--- src/rtl/div_unit_pkg.sv ---
// Shared MIPS definitions for the iterative divider: FSM states, default
// operand width and the R-type function codes that select DIV / DIVU.
package div_unit_pkg;

    typedef enum logic [1:0] {
        IDLE = 2'd0,
        RUN  = 2'd1,
        DONE = 2'd2
    } div_state_t;

    localparam int unsigned DIV_LEN = 32;

    localparam logic [5:0] FUNCT_DIV  = 6'h1A;
    localparam logic [5:0] FUNCT_DIVU = 6'h1B;

endpackage

--- src/rtl/div_unit_step.sv ---
// One restoring-division iteration: shift in the next dividend bit and keep
// the trial difference only when it does not go negative.
module div_step #(
    parameter int unsigned len = 32
) (
    input  logic [len-1:0] rem,
    input  logic           dvd_msb,
    input  logic [len-1:0] divisor,
    output logic [len-1:0] rem_next,
    output logic           q_bit
);

    logic [len:0] shifted;
    logic [len:0] diff;

    // Trial subtraction in len+1 bits; the top bit is the sign of the result
    always_comb begin
        shifted  = {rem, dvd_msb};
        diff     = shifted - {1'b0, divisor};
        q_bit    = ~diff[len];
        rem_next = q_bit ? diff[len-1:0] : shifted[len-1:0];
    end

endmodule

--- src/rtl/div_unit.sv ---
// Iterative DIV/DIVU unit: one quotient bit per clock, quotient to LO,
// remainder to HI, start/busy/done handshake for the hazard unit.
module div_unit
    import div_unit_pkg::*;
#(
    parameter int unsigned len = DIV_LEN
) (
    input  logic           i_clk,
    input  logic           i_reset,
    input  logic           i_start,
    input  logic           i_signed,
    input  logic [len-1:0] i_dividend,
    input  logic [len-1:0] i_divisor,
    output logic           o_busy,
    output logic           o_done,
    output logic [len-1:0] o_quotient,
    output logic [len-1:0] o_remainder
);

    localparam int unsigned CW = $clog2(len);

    div_state_t     state, state_next;
    logic [CW-1:0]  count;
    logic [len-1:0] rem;
    logic [len-1:0] dvd;
    logic [len-1:0] dsr;
    logic           neg_q, neg_r;

    logic [len-1:0] step_rem;
    logic           step_q;
    logic [len-1:0] q_mag;
    logic           dvd_neg, dsr_neg, dsr_zero;
    logic           busy_d, done_d;

    div_step #(.len(len)) u_step (
        .rem      (rem),
        .dvd_msb  (dvd[len-1]),
        .divisor  (dsr),
        .rem_next (step_rem),
        .q_bit    (step_q)
    );

    // Operand sign decode and the quotient value after the current iteration
    always_comb begin
        dvd_neg  = i_signed & i_dividend[len-1];
        dsr_neg  = i_signed & i_divisor[len-1];
        dsr_zero = (i_divisor == '0);
        q_mag    = {dvd[len-2:0], step_q};
    end

    // State register
    always_ff @(posedge i_clk) begin
        if (!i_reset) state <= IDLE;
        else          state <= state_next;
    end

    // Next-state logic
    always_comb begin
        state_next = state;
        case (state)
            IDLE:    if (i_start) state_next = RUN;
            RUN:     if (count == '0) state_next = DONE;
            DONE:    state_next = IDLE;
            default: state_next = IDLE;
        endcase
    end

    // Handshake outputs derived from the upcoming state, then registered
    always_comb begin
        busy_d = (state_next != IDLE);
        done_d = (state_next == DONE);
    end

    // Registered handshake flags
    always_ff @(posedge i_clk) begin
        if (!i_reset) begin
            o_busy <= 1'b0;
            o_done <= 1'b0;
        end else begin
            o_busy <= busy_d;
            o_done <= done_d;
        end
    end

    // Operand capture, iteration datapath and result registers
    always_ff @(posedge i_clk) begin
        if (!i_reset) begin
            count       <= '0;
            rem         <= '0;
            dvd         <= '0;
            dsr         <= '0;
            neg_q       <= 1'b0;
            neg_r       <= 1'b0;
            o_quotient  <= '0;
            o_remainder <= '0;
        end else begin
            case (state)
                IDLE: begin
                    if (i_start) begin
                        count <= CW'(len - 1);
                        rem   <= '0;
                        if (dsr_zero) begin
                            // Divide by zero runs as unsigned on the raw dividend:
                            // every trial succeeds, giving q = all ones, r = dividend.
                            dvd   <= i_dividend;
                            dsr   <= '0;
                            neg_q <= 1'b0;
                            neg_r <= 1'b0;
                        end else begin
                            dvd   <= dvd_neg ? -i_dividend : i_dividend;
                            dsr   <= dsr_neg ? -i_divisor  : i_divisor;
                            neg_q <= dvd_neg ^ dsr_neg;
                            neg_r <= dvd_neg;
                        end
                    end
                end
                RUN: begin
                    rem <= step_rem;
                    dvd <= q_mag;
                    if (count != '0) begin
                        count <= count - CW'(1);
                    end else begin
                        // Sign fix-up is folded into the final iteration edge so the
                        // registered results are already valid while in DONE.
                        o_quotient  <= neg_q ? -q_mag : q_mag;
                        o_remainder <= neg_r ? -step_rem : step_rem;
                    end
                end
                default: ;
            endcase
        end
    end

endmodule

--- config.mk ---
export PLATFORM = sky130hd
export DESIGN_NAME = div_unit
export DESIGN_NICKNAME = d
export VERILOG_FILES = /design/src/rtl/div_unit_pkg.sv /design/src/rtl/div_unit_step.sv /design/src/rtl/div_unit.sv
export SDC_FILE = /design/constraint.sdc
export NUM_CORES = 1
export LEC_CHECK = 0
export ABC_CLOCK_PERIOD_IN_PS = 9330
export BUFFER_PORTS_ARGS = -buffer_cell sky130_fd_sc_hd__buf_2
export CORE_MARGIN = 2
export CORE_UTILIZATION = 40
export DETAILED_ROUTE_END_ITERATION = 6
export MAX_ROUTING_LAYER = met4
export SYNTH_ARGS = -nofsm -noshare
export SYNTH_HDL_FRONTEND = slang
export SYNTH_HIERARCHICAL = 1
export SYNTH_SLANG_ARGS = --single-unit
--- constraint.sdc ---
create_clock -name i_clk -period 9.33 [get_ports i_clk]
set_clock_uncertainty 0.2 [all_clocks]
set_input_delay 1.866 -clock i_clk [delete_from_list [all_inputs] [get_ports i_clk]]
set_output_delay 1.866 -clock i_clk [all_outputs]
set_load 0.01 [all_outputs]
After elaboration in Yosys (flattened, before gate mapping)
Cells that the tools add are included.
{"block": "totals", "in_bits": 68, "output_inout_bits": 66, "register_bits": 171, "word_cells": 55}
{"block": "op_classes", "bitwise_logic": 5, "n_reduce_logical": 10, "n_mux": 19, "eq_ne": 4, "n_addsub": 6}
{"op": "$mux 32", "n": 9}
{"op": "$neg 32->32", "n": 4}
{"op": "$pmux 32 s2", "n": 2}
{"op": "$sub 33x32->33", "n": 1}
{"op": "$logic_not 32->1", "n": 1}
{"op": "$mux 5", "n": 2}
{"op": "$pmux 5 s2", "n": 1}
{"op": "$reduce_and 2->1", "n": 3}
{"op": "$logic_not 5->1", "n": 1}
{"op": "$reduce_bool 5->1", "n": 1}
{"op": "$sub 5x1->5 const B", "n": 1}
{"op": "$mux 2", "n": 2}
{"op": "$ne 2x2->1 const B", "n": 2}
{"op": "$pmux 2 s2", "n": 1}
{"op": "$reduce_bool 2->1", "n": 2}
{"op": "$reduce_and 3->1", "n": 1}
{"op": "$and 1x1->1", "n": 2}
{"op": "$eq 2x1->1 const B", "n": 1}
{"op": "$eq 2x2->1 const B", "n": 1}
{"op": "$logic_not 2->1", "n": 1}
{"op": "$mux 1", "n": 2}
{"op": "$not 1->1", "n": 2}
{"op": "$xor 1x1->1", "n": 1}

Depth between registers and ports, before layout
Gate-level depths: netlist of the first run.
{"block": "logic_depth", "word_depth": 5, "depth_mapped": 22, "mapped_depth_nobuf": 19}

By module
The synthesis of the first run kept the hierarchy.
{"module": "div_unit", "cells_per_inst": 1117, "seq_area_each_um2": 3423.3, "area_each_um2": 9166.3, "n_inst": 1}
{"module": "div_step", "cells_per_inst": 306, "seq_area_each_um2": 0.0, "area_each_um2": 2366.0, "n_inst": 1}

Least setup slack after synthesis of the first run
No wires, ideal clock.
{"block": "synth_timing", "kind": "reg-to-reg", "start": "reg dvd[31]", "end": "reg o_remainder[29]", "arrival_ps": 4850, "slack_ps": 4147, "required_time_ps": 8998, "path_buffers": 2, "setup_time_ps": 132, "path_stages_with_launch": 21, "synth_period_minus_slack_ps": 5183, "cell_sequence": "dfxtp_1 inv_1 ha_1 fa_1 and2b_1 o2111ai_2 a21oi_2 o2111ai_1 a211oi_2 nor2_4 mux2i_4 and2_4 buf_12 inv_8 buf_12 mux2_4 or4_1 or4_1 o41ai_1 xor2_1 a21oi_1"}
{"block": "synth_between", "elab_chain_cells": 4}
{"element": "start: declaration", "line_no": "div_unit.sv:25", "rtl": "logic [len-1:0] dvd;"}
{"element": "start signal: assignment", "line_no": "div_unit.sv:105", "rtl": "dvd <= i_dividend;"}
{"element": "start signal: assignment", "line_no": "div_unit.sv:110", "rtl": "dvd <= dvd_neg ? -i_dividend : i_dividend;"}
{"element": "start signal: assignment", "line_no": "div_unit.sv:119", "rtl": "dvd <= q_mag;"}
{"element": "$sub 33x32->33", "line_no": "div_unit_step.sv:19", "rtl": "diff = shifted - {1'b0, divisor};"}
{"element": "$mux 32", "line_no": "div_unit_step.sv:21", "rtl": "rem_next = q_bit ? diff[len-1:0] : shifted[len-1:0];"}
{"element": "net step_rem[21]", "line_no": "div_unit.sv:29", "rtl": "logic [len-1:0] step_rem;"}
{"element": "$neg 32->32", "line_no": "div_unit.sv:126", "rtl": "o_remainder <= neg_r ? -step_rem : step_rem;"}
{"element": "$mux 32", "line_no": "div_unit.sv:126"}
{"element": "end signal: assignment", "line_no": "div_unit.sv:126"}
{"element": "end: declaration", "line_no": "div_unit.sv:17", "rtl": "output logic [len-1:0] o_remainder"}
The timed path passes the listed nets, and every way through them passes these cells.
A chain may end at the register's enable or synchronous reset.

Worst setup path in the final report of the first run
{"block": "layout_timing", "start": "reg dvd[31]", "end": "reg o_remainder[20]"}
The elaborated chain is that of the path after synthesis.

==> metrics.cfg, run 1 <==
[sta]
max-slew-margin-rel_pct=18.62
tns_ns=0
fin_crit_sh_pct=62.63
rsz0062_at_grt=false
hold_slack_ns=0.2596
worstMarginPinSlew_ns=1.210
fmax_mhz=171.1
drv_slew=0
finalHoldViolCount=0
finalSetupViolCount=0
fin_crit_ns=5.843

[critical_path]
setup.worst_path.start=dvd[31]$_SDFFE_PN0P_
worst_setup_path_end_kind=flip-flop
endpoint=o_remainder[20]$_SDFFE_PN0P_
cp.required_ns=9.40
reg2reg_depth=18
reg2reg_from=dvd[31]$_SDFFE_PN0P_
worstPathArrival_ns=5.91
reg2reg_slack_ns=3.49
cp_max_fo=26
r2r-end=o_remainder[20]$_SDFFE_PN0P_
crit_type=reg2reg
cp-start-kind=flip-flop

[clock_tree]
clk_latency_ns=0.44
clkSlewWorstSetupHoldPaths_ns=0.07
post_cts_resized=0
cts-root-buf=clkbuf_16
cts-hold-fix-buffers=0
cts_buffer_depth=2
cts_setup_buffers=0
htree_levels=4
cts_tree=built
cts_sinks=171
cts_buffers=17

[grt]
use_met2_pct=39.97
first_global_vias=10660
grt.total_usage_pct=25.56
met1_usage_pct=34.20
grt_max_degree=106
gr-usage-met3_pct=3.750
grt-busiest-layer=met2
grt_overflow=0
antenna_found_initial=0
grt_pass1_wl_mm=60.22

[synth]
synth_warnings=6
async_flop_share_pct=0
synth_area_leader_cell=dfxtp_1
synthCells=1423
netlist_top_cells_area=dfxtp_1 (30%), nor2_1 (4.6%), xor2_1 (4.6%)
syn-num-nets=1529
ys_seq_elements=171
synth_largest_type_area_fraction_pct=29.68
ys.flop_type=dfxtp_1
syn_avg_cell_area_um2=8.104
synthesis.area_um2=11530
ys_seq_area_share_pct=29.68
yosysUniqueCellTypes=95
synth-edff-count=0

[power_and_ir_drop]
vdd_drop_max_mv=0.2988
p_total_w=0.004856
p_per_area_nw_per_um2=374.4
p_leak_nw=5.024

[place]
dp_hpwl_mm=27.51
io_buffers=133
gp_congestion=0.8871
place_area_um2=12360

[detailed_routing]
drt_first_pass_iters=5
totalWireLength_mm=37.90
post_drt_wl_per_cell_um=20.07
via_per_inst=6.040
antenna_left=0
drc=0
num_vias=11400
drt_iter0_markers=893

[floorplanning]
ioPinCount=134
core_area_um2=28550
dieWidth_um=173.8
die_h_um=173.8
die-area_um2=30200
start_util_pct=40.40
core.rowCount=62

[finish]
mostFrequentLayoutCell=dfxtp_1
num_antenna_cells=0
syn_to_final_growth_pct=12.48
final_util_pct=45.44
final_cell_mix=dfxtp_1 (171), nor2_1 (141), buf_2 (133)
layout.nets=1597
final_cell_area_um2=12970
drive_gt1_share_pct=16.16

[flow_run]
drv_cap=0

[worst_hold_path]
hp-class=reg2reg

[run_status]
outcome=complete, no violations

## critical path: stages (launching register included)
cell and delay (ns):
dfxtp_1 0.36, inv_1 0.06, ha_1 0.22, fa_1 0.41
and2b_1 0.25, o2111ai_2 0.13, a21oi_2 0.23, o2111ai_1 0.19
a211oi_2 0.32, nor2_4 0.10, mux2i_4 0.25, and2_4 0.24
inv_8 0.20, mux2_2 0.40, nor4_1 0.73, nand4_1 0.55
o41ai_1 0.54, xor2_1 0.20, a21oi_1 0.09
## synthesized netlist by cell type (19+ instances only)
cell type    n
a211oi_1    36
a21oi_1     83
a22oi_1     45
clkbuf_1    75
dfxtp_1    171
ha_1        37
inv_1       52
mux2_4      19
nand2_1     79
nand3_1     37
nor2_1     141
nor3_1      31
nor4_1      21
o211ai_1    44
o21ai_0     79
o31ai_1     23
or3_1       29
or4_1       19
xnor2_1     41
xor2_1      60
## how the worst min path moves through the flow
stage / slack [ns] / endpoint / startpoint / cells after the start
6_report: 0.26 / dsr[19]$_SDFFE_PN0P_ / dsr[19]$_SDFFE_PN0P_ / 2
5_1_grt: 0.29 / dsr[14]$_SDFFE_PN0P_ / dsr[14]$_SDFFE_PN0P_ / 2
2_1_floorplan: 0.23 / dsr[12]$_SDFFE_PN0P_ / dsr[12]$_SDFFE_PN0P_ / 2
3_3_place_gp: 0.24 / dsr[21]$_SDFFE_PN0P_ / dsr[21]$_SDFFE_PN0P_ / 2
3_5_place_dp: 0.24 / dsr[19]$_SDFFE_PN0P_ / dsr[19]$_SDFFE_PN0P_ / 2
4_1_cts: 0.26 / dsr[19]$_SDFFE_PN0P_ / dsr[19]$_SDFFE_PN0P_ / 2
## cells by family (layout without fill, tap and decap cells)
group / after synthesis / count (layout) / synth area share [%]
AO/OA/AOI/OAI: 475 / 475 / 28.52
AND/OR/NAND/NOR: 444 / 444 / 19.61
flip-flops: 171 / 171 / 29.68
buffers and inverters: 156 / 237 / 6.054
XOR/XNOR: 101 / 101 / 7.671
adder cells (fa/ha/maj): 38 / 38 / 4.188
multiplexers: 38 / 38 / 4.275
## stage by stage
step                setup slack, ns  instances
floorplan                     4.147       1423
global placement              3.678       1856
detailed placement            3.579       1856
CTS                           3.514       1888
global route                  3.109       1888
finish                        3.487       1888
## registers in the layout, summed over array words and instances (netlist names)
register / flops
rem: 32
state: 2
count: 5
o_quotient: 32
neg_q: 1
o_remainder: 32
dsr: 32
o_busy: 1
o_done: 1
neg_r: 1
dvd: 32
## metal layers
metal	share of wire (%)	wire [um]	up-vias
li1	-	-	5504
met1	46	17420	5471
met2	46	17430	376
met3	5.7	2146	53
met4	2.4	908	0
met5	0	0	-
## power breakdown
group	switching, W	internal, W	leakage (nW)
registers	0.000102	0.000827	1.39
logic	0.00194	0.00124	3.33
clock network	0.000332	0.000418	0.296
## final cells by class
class / instances / area (um^2)
flip-flops and latches: 171 / 3423
clock inverters: 12 / 151.4
clock buffers: 20 / 456.7
well taps: 384 / 480.5
repair buffers: 151 / 800.8
multi-input cells: 1096 / 7447
inverters: 54 / 211.5
fillers: 2931 / 15580
No activity file was read; power rests on OpenSTA's default activity.
==> run 2, diff against run 1 <==
--- a/config.mk
+++ b/config.mk
@@ -5,7 +5,7 @@
 export SDC_FILE = /design/constraint.sdc
 export NUM_CORES = 1
 export LEC_CHECK = 0
-export ABC_CLOCK_PERIOD_IN_PS = 9330
+export ABC_CLOCK_PERIOD_IN_PS = 6100
 export BUFFER_PORTS_ARGS = -buffer_cell sky130_fd_sc_hd__buf_2
 export CORE_MARGIN = 2
 export CORE_UTILIZATION = 40
==> constraint.sdc (replaced) <==
create_clock -name i_clk -period 6.1 [get_ports i_clk]
set_clock_uncertainty 0.2 [all_clocks]
set_input_delay 1.22 -clock i_clk [delete_from_list [all_inputs] [get_ports i_clk]]
set_output_delay 1.22 -clock i_clk [all_outputs]
set_load 0.01 [all_outputs]
==> run 2 against run 1 <==
Effect of this change: power is 50% higher; largest cell class unchanged; critical path type unchanged; combinational power increased by 52%; setup slack got worse by 3.0 ns; sequential cell count stayed put; core utilization decreased by 0.16 points; global-route usage decreased by 0.11 points.
==> metrics.cfg, run 2 (synthesized netlist as in run 1, its figures left out) <==
[critical_path]
crit_buf_inv=2  ; unchanged
reg2reg_slack_ns=0.52  ; was 3.49 ns
worst_setup_path_end_kind=flip-flop  ; unchanged
cp_top_family=simple AND/OR/NAND/NOR gates  ; unchanged
crit_top_cell=or4_1
worstPathArrival_ns=5.67  ; was 5.91 ns
r2r-end=o_remainder[29]$_SDFFE_PN0P_  ; was o_remainder[20]$_SDFFE_PN0P_
cp_max_fo=26  ; unchanged
cp-start-kind=flip-flop  ; unchanged
reg2reg_from=dvd[31]$_SDFFE_PN0P_  ; unchanged
cp.required_ns=6.19  ; was 9.40 ns
slowest_stage=or4_1  ; was nor4_1
slowest_delay_ns=0.58  ; was 0.73 ns
crit_chain=inv_1 -> ha_1 -> fa_1 -> and2b_1 -> o2111ai_2 -> a21oi_2 -> o2111ai_1 -> a211oi_2 -> nor2_4 -> mux2i_4 -> and2_4 -> inv_8 -> mux2_4 -> or4_1 -> or4_1 -> o41ai_1 -> xor2_1 -> a21oi_1  ; was inv_1 -> ha_1 -> fa_1 -> and2b_1 -> o2111ai_2 -> a21oi_2 -> o2111ai_1 -> a211oi_2 -> nor2_4 -> mux2i_4 -> and2_4 -> inv_8 -> mux2_2 -> nor4_1 -> nand4_1 -> o41ai_1 -> xor2_1 -> a21oi_1
setup.worst_path.start=dvd[31]$_SDFFE_PN0P_  ; unchanged
reg2reg_depth=18  ; unchanged
crit_type=reg2reg  ; unchanged

[place]
gp_congestion=0.8812  ; was 0.8871
place_area_um2=12390  ; was 12360 um^2
io_buffers=133  ; unchanged
place_ws_ns=0.5579  ; was 3.579 ns
dp_hpwl_mm=27.56  ; was 27.51 mm
dp.cells=1859  ; was 1856

[worst_hold_path]
hp-class=reg2reg  ; unchanged
min_from=o_quotient[0]$_SDFFE_PN0P_  ; was dsr[19]$_SDFFE_PN0P_
holdPathStages=2  ; unchanged
min_to=o_quotient[0]$_SDFFE_PN0P_  ; was dsr[19]$_SDFFE_PN0P_

[detailed_routing]
drc=0  ; unchanged
via_per_inst=6.016  ; was 6.040
drt_first_pass_iters=5  ; unchanged
num_vias=11380  ; was 11400
totalWireLength_mm=37.70  ; was 37.90 mm
antenna_left=0  ; unchanged
drt_iter0_markers=970  ; was 893
post_drt_wl_per_cell_um=19.93  ; was 20.07 um

[power_and_ir_drop]
p_leak_nw=4.999  ; was 5.024 nW
p_per_area_nw_per_um2=563.5  ; was 374.4 nW/um^2
vdd_drop_max_mv=0.3266  ; was 0.2988 mV

[sta]
tns_ns=0  ; unchanged
fin_crit_ns=5.581  ; was 5.843 ns
fin_crit_sh_pct=91.49  ; was 62.63%
finalSetupViolCount=0  ; unchanged
drv_slew=0  ; unchanged
fmax_mhz=179.2  ; was 171.1 MHz
finalHoldViolCount=0  ; unchanged
worstMarginPinSlew_ns=1.132  ; was 1.210 ns
rsz0062_at_grt=false  ; unchanged
layout_setup_ws_ns=0.5189  ; was 3.487 ns
max-slew-margin-rel_pct=23.90  ; was 18.62%

[finish]
syn_to_final_growth_pct=12.08  ; was 12.48%
mostFrequentLayoutCell=dfxtp_1  ; unchanged
num_antenna_cells=0  ; unchanged
final_util_pct=45.28  ; was 45.44%
final_cell_mix=dfxtp_1 (171), nor2_1 (141), buf_2 (133)  ; unchanged
drive_gt1_share_pct=16.12  ; was 16.16%
layout.nets=1600  ; was 1597
final_cell_area_um2=12920  ; was 12970 um^2
instances_no_fill=1891  ; was 1888

[floorplanning]
start_util_pct=40.40  ; unchanged
core.rowCount=62  ; unchanged
core_area_um2=28550  ; unchanged
dieWidth_um=173.8  ; unchanged
ioPinCount=134  ; unchanged
die-area_um2=30200  ; unchanged
die_h_um=173.8  ; unchanged

[grt]
grt.total_usage_pct=25.46  ; was 25.56%
grt_max_degree=108  ; was 106
antenna_found_initial=0  ; unchanged
first_global_vias=10720  ; was 10660
grt_pass1_wl_mm=59.99  ; was 60.22 mm
grt_overflow=0  ; unchanged

[clock_tree]
clkSlewWorstSetupHoldPaths_ns=0.07  ; about the same
cts_buffer_depth=2  ; unchanged
post_cts_resized=0  ; unchanged
htree_levels=4  ; unchanged
cts-hold-fix-buffers=0  ; unchanged
clk_latency_ns=0.45  ; was 0.44 ns
cts_sinks=171  ; unchanged
cts_setup_buffers=0  ; unchanged
cts_tree=built  ; unchanged
cts-root-buf=clkbuf_16  ; unchanged
cts_buffers=17  ; unchanged

[run_status]
outcome=complete, no violations  ; unchanged

[flow_run]
drv_cap=0  ; unchanged

## run 2: final cells by class
| cell class | instances | area (um^2) |
|---|---|---|
| clock buffer | 22 | 454.2 |
| fill | 2951 | 15620 |
| tap | 384 | 480.5 |
| multi-input combinational | 1096 | 7447 |
| timing repair buffer | 154 | 823.3 |
| clock inverter | 10 | 85.08 |
| inverter | 54 | 211.5 |
| sequential | 171 | 3423 |
## run 2: tightest hold or removal path: cells and delay by family (launching register included)
kind / cells / cell delay, ns
flip-flops: 1 / 0.31
AND/OR/NAND/NOR: 1 / 0.05
AO/OA/AOI/OAI: 1 / 0.05
## run 2: metrics by stage
stage	hold slack (ns)	total power, W
final	0.2524	0.007283
after global routing	0.2794	0.007797
after CTS	0.2542	0.007242
after detailed placement	0.2451	0.006182
after global placement	0.2376	0.006213
after floorplan	0.2250	0.005073
## run 2: worst max path at each step
| stage | endpoint | cells past startpoint | slack (ns) |
|---|---|---|---|
| floorplan | o_remainder[29]$_SDFFE_PN0P_ | 20 | 0.92 |
| global placement | o_remainder[29]$_SDFFE_PN0P_ | 18 | 0.62 |
| detailed placement | o_remainder[29]$_SDFFE_PN0P_ | 18 | 0.56 |
| CTS | o_remainder[29]$_SDFFE_PN0P_ | 18 | 0.50 |
| global route | o_remainder[27]$_SDFFE_PN0P_ | 18 | 0.13 |
| finish | o_remainder[29]$_SDFFE_PN0P_ | 18 | 0.52 |
## run 2: layer usage
layer	global-route usage, %	vias up	wire, um
met2	40.37	371	17440
met3	4.254	55	2209
met5	-	-	0
met1	33.33	5430	17140
met4	7.493	0	903
li1	-	5521	-
## run 2: power by group
group | internal, W | leakage [nW] | switching [W]
sequential | 0.00126 | 1.39 | 0.000151
combinational | 0.00191 | 3.35 | 0.00292
clock | 0.000539 | 0.256 | 0.000494
total | 0.00372 | 5.00 | 0.00356
==> run 3, diff against run 2 <==
--- a/config.mk
+++ b/config.mk
@@ -5,6 +5,7 @@
 export SDC_FILE = /design/constraint.sdc
 export NUM_CORES = 1
 export LEC_CHECK = 0
+export ABC_AREA = 1
 export ABC_CLOCK_PERIOD_IN_PS = 6100
 export BUFFER_PORTS_ARGS = -buffer_cell sky130_fd_sc_hd__buf_2
 export CORE_MARGIN = 2
==> run 3 against run 2 <==
Effect of this change: worst hold slack better by 0.017 ns; combinational power up 41%; via count up 25%; global-route usage down 0.059 points; design area up 15%; wire length up 17%; core utilization up 0.14 points; critical path type unchanged; largest power group unchanged.
==> metrics.cfg, run 3 <==
[synth]
syn-num-nets=2384  ; was 1529
yosysUniqueCellTypes=50  ; was 95
synthesis.area_um2=13300  ; was 11530 um^2
yosys-top-cells-count=nand2_1 (772), inv_1 (308), nor2_1 (217), dfxtp_1 (171), nand3_1 (165)  ; was dfxtp_1 (171), nor2_1 (141), a21oi_1 (83), nand2_1 (79), o21ai_0 (79)
synth-edff-count=0  ; unchanged
ys_seq_elements=171  ; unchanged
synth_area_leader_cell=dfxtp_1  ; unchanged
synth_largest_type_area_fraction_pct=25.74  ; was 29.68%
ys_seq_area_share_pct=25.74  ; was 29.68%
yosysMostFrequentCell=nand2_1  ; was dfxtp_1
netlist_top_cells_area=dfxtp_1 (26%), nand2_1 (22%), inv_1 (8.7%)  ; was dfxtp_1 (30%), nor2_1 (4.6%), xor2_1 (4.6%)
synth_warnings=6  ; unchanged
synthCells=2278  ; was 1423
async_flop_share_pct=0  ; unchanged
ys.flop_type=dfxtp_1  ; unchanged
syn_avg_cell_area_um2=5.838  ; was 8.104 um^2

[clock_tree]
clkSlewWorstSetupHoldPaths_ns=0.07  ; about the same
cts_tree=built  ; unchanged
cts_sinks=171  ; unchanged
clk_latency_ns=0.44  ; was 0.45 ns
htree_levels=4  ; unchanged
cts_buffer_depth=2  ; unchanged
cts_setup_buffers=0  ; unchanged
cts_buffers=17  ; unchanged
post_cts_resized=0  ; unchanged
cts-hold-fix-buffers=0  ; unchanged
cts-root-buf=clkbuf_16  ; unchanged

[place]
dp.cells=2784  ; was 1859
io_buffers=133  ; unchanged
place_area_um2=14220  ; was 12390 um^2
dp_hpwl_mm=34.42  ; was 27.56 mm
gp_congestion=0.9895  ; was 0.8812

[detailed_routing]
totalWireLength_mm=43.94  ; was 37.70 mm
drc=0  ; unchanged
via_per_inst=5.030  ; was 6.016
drt_first_pass_iters=5  ; unchanged
drt_iter0_markers=1184  ; was 970
num_vias=14170  ; was 11380
post_drt_wl_per_cell_um=15.60  ; was 19.93 um
antenna_left=0  ; unchanged

[sta]
rsz0062_at_grt=false  ; unchanged
fin_crit_ns=4.035  ; was 5.581 ns
finalHoldViolCount=0  ; unchanged
drv_slew=0  ; unchanged
worstMarginPinSlew_ns=1.057  ; was 1.132 ns
finalSetupViolCount=0  ; unchanged
fmax_mhz=247.8  ; was 179.2 MHz
tns_ns=0  ; unchanged
hold_slack_ns=0.2693  ; was 0.2524 ns
max-slew-margin-rel_pct=29.47  ; was 23.90%
fin_crit_sh_pct=66.14  ; was 91.49%

[finish]
num_antenna_cells=0  ; unchanged
mostFrequentLayoutCell=nand2_1  ; was dfxtp_1
drive_gt1_share_pct=10.74  ; was 16.12%
final_cell_area_um2=14810  ; was 12920 um^2
layout.nets=2467  ; was 1600
instances_no_fill=2816  ; was 1891
syn_to_final_growth_pct=11.38  ; was 12.08%
final_cell_mix=nand2_1 (772), inv_1 (306), nor2_1 (215)  ; was dfxtp_1 (171), nor2_1 (141), buf_2 (133)

[critical_path]
slowest_delay_ns=0.40  ; was 0.58 ns
reg2reg_slack_ns=2.07  ; was 0.52 ns
worst_setup_path_end_kind=flip-flop  ; unchanged
cp.required_ns=6.23  ; was 6.19 ns
crit_type=reg2reg  ; unchanged
crit_top_cell=nand2_1  ; was or4_1
cp-start-kind=flip-flop  ; unchanged
worstPathArrival_ns=4.16  ; was 5.67 ns
cp_max_fo=34  ; was 26
slowest_stage=fa_1  ; was or4_1

[floorplanning]
dieWidth_um=186.3  ; was 173.8 um
ioPinCount=134  ; unchanged
die_h_um=186.3  ; was 173.8 um
core_area_um2=32620  ; was 28550 um^2
die-area_um2=34720  ; was 30200 um^2
start_util_pct=40.77  ; was 40.40%
core.rowCount=66  ; was 62

[power_and_ir_drop]
p_total_w=0.009281  ; was 0.007283 W
p_leak_nw=7.373  ; was 4.999 nW
p_per_area_nw_per_um2=626.6  ; was 563.5 nW/um^2
vdd_drop_max_mv=0.5831  ; was 0.3266 mV

[run_status]
outcome=complete, no violations  ; unchanged

[flow_run]
drv_cap=0  ; unchanged

[grt]
grt.total_usage_pct=25.40  ; was 25.46%
antenna_found_initial=0  ; unchanged
grt_max_degree=68  ; was 108
grt_overflow=0  ; unchanged
first_global_vias=12770  ; was 10720
grt_pass1_wl_mm=68.81  ; was 59.99 mm

[worst_hold_path]
hp-class=reg2reg  ; unchanged

run 3: cell count changes after synthesis, moves of 30 or more:
cell / before / now
a21oi_1: 83 / 153
o211ai_1: 44 / 8
a22oi_1: 45 / 1
xnor2_1: 41 / 11
nand3_1: 37 / 165
clkbuf_1: 75 / 44
inv_1: 52 / 308
nand2_1: 79 / 772
a211oi_1: 36 / 4
nor2_1: 141 / 217
run 3: path summary, 6_finish.rpt:
kind | to | depth (start not counted) | startpoint
hold reg to reg | dsr[11]$_SDFFE_PN0P_ | 2 | dsr[11]$_SDFFE_PN0P_
setup / recovery | o_remainder[22]$_SDFFE_PN0P_ | 25 | dvd[31]$_SDFFE_PN0P_
hold / removal | dsr[11]$_SDFFE_PN0P_ | 2 | dsr[11]$_SDFFE_PN0P_
setup reg to reg | o_remainder[22]$_SDFFE_PN0P_ | 25 | dvd[31]$_SDFFE_PN0P_
run 3: cell type report:
cell class / instances / area (um^2)
Clock inverter: 14 / 150.1
Fill cell: 3602 / 17810
Tap cell: 442 / 553.0
Clock buffer: 18 / 439.2
Inverter: 316 / 1189
Sequential cell: 171 / 3423
Timing Repair Buffer: 142 / 733.2
Multi-Input combinational cell: 1713 / 8325
run 3: critical path: cells and delay by family (launching register included):
kind                     cells  cell delay, ns
AO/OA/AOI/OAI                2            0.34
XOR/XNOR                     1            0.16
adder cells (fa/ha/maj)      3            0.82
buffers and inverters        4            0.30
flip-flops                   1            0.35
AND/OR/NAND/NOR             15            1.75
run 3: routing by layer:
metal,global-route usage (%),wire [um],share of wire [%]
met1,33.71,20620,47
met2,39.34,19620,45
met3,3.592,2374,5.4
met4,9.138,1319,3.0
met5,-,0,0
run 3: cells by family (layout without fill, tap and decap cells):
kind of cell | count (synthesis) | after routing | synth area share [%]
AOI/OAI and AO/OA | 322 | 322 | 13.50
buffers and inverters | 394 | 490 | 11.77
DFF | 171 | 171 | 25.74
xor gates and xnor gates | 72 | 72 | 4.742
adders and majority gates | 38 | 38 | 3.632
and+or+nand+nor | 1281 | 1281 | 40.62
run 3: stage by stage:
stage          utilization, %  setup WS [ns]
6_report                45.41          2.065
5_1_grt                 45.41          1.627
4_1_cts                 45.41          2.158
3_5_place_dp            43.61          2.196
3_3_place_gp            43.61          2.241
2_1_floorplan               -          2.696
run 3: report_power, final:
group          switching [W]  internal, W  leakage [nW]
logic                0.00475      0.00204          5.69
clock network       0.000516     0.000590         0.285
registers           0.000135      0.00125          1.39
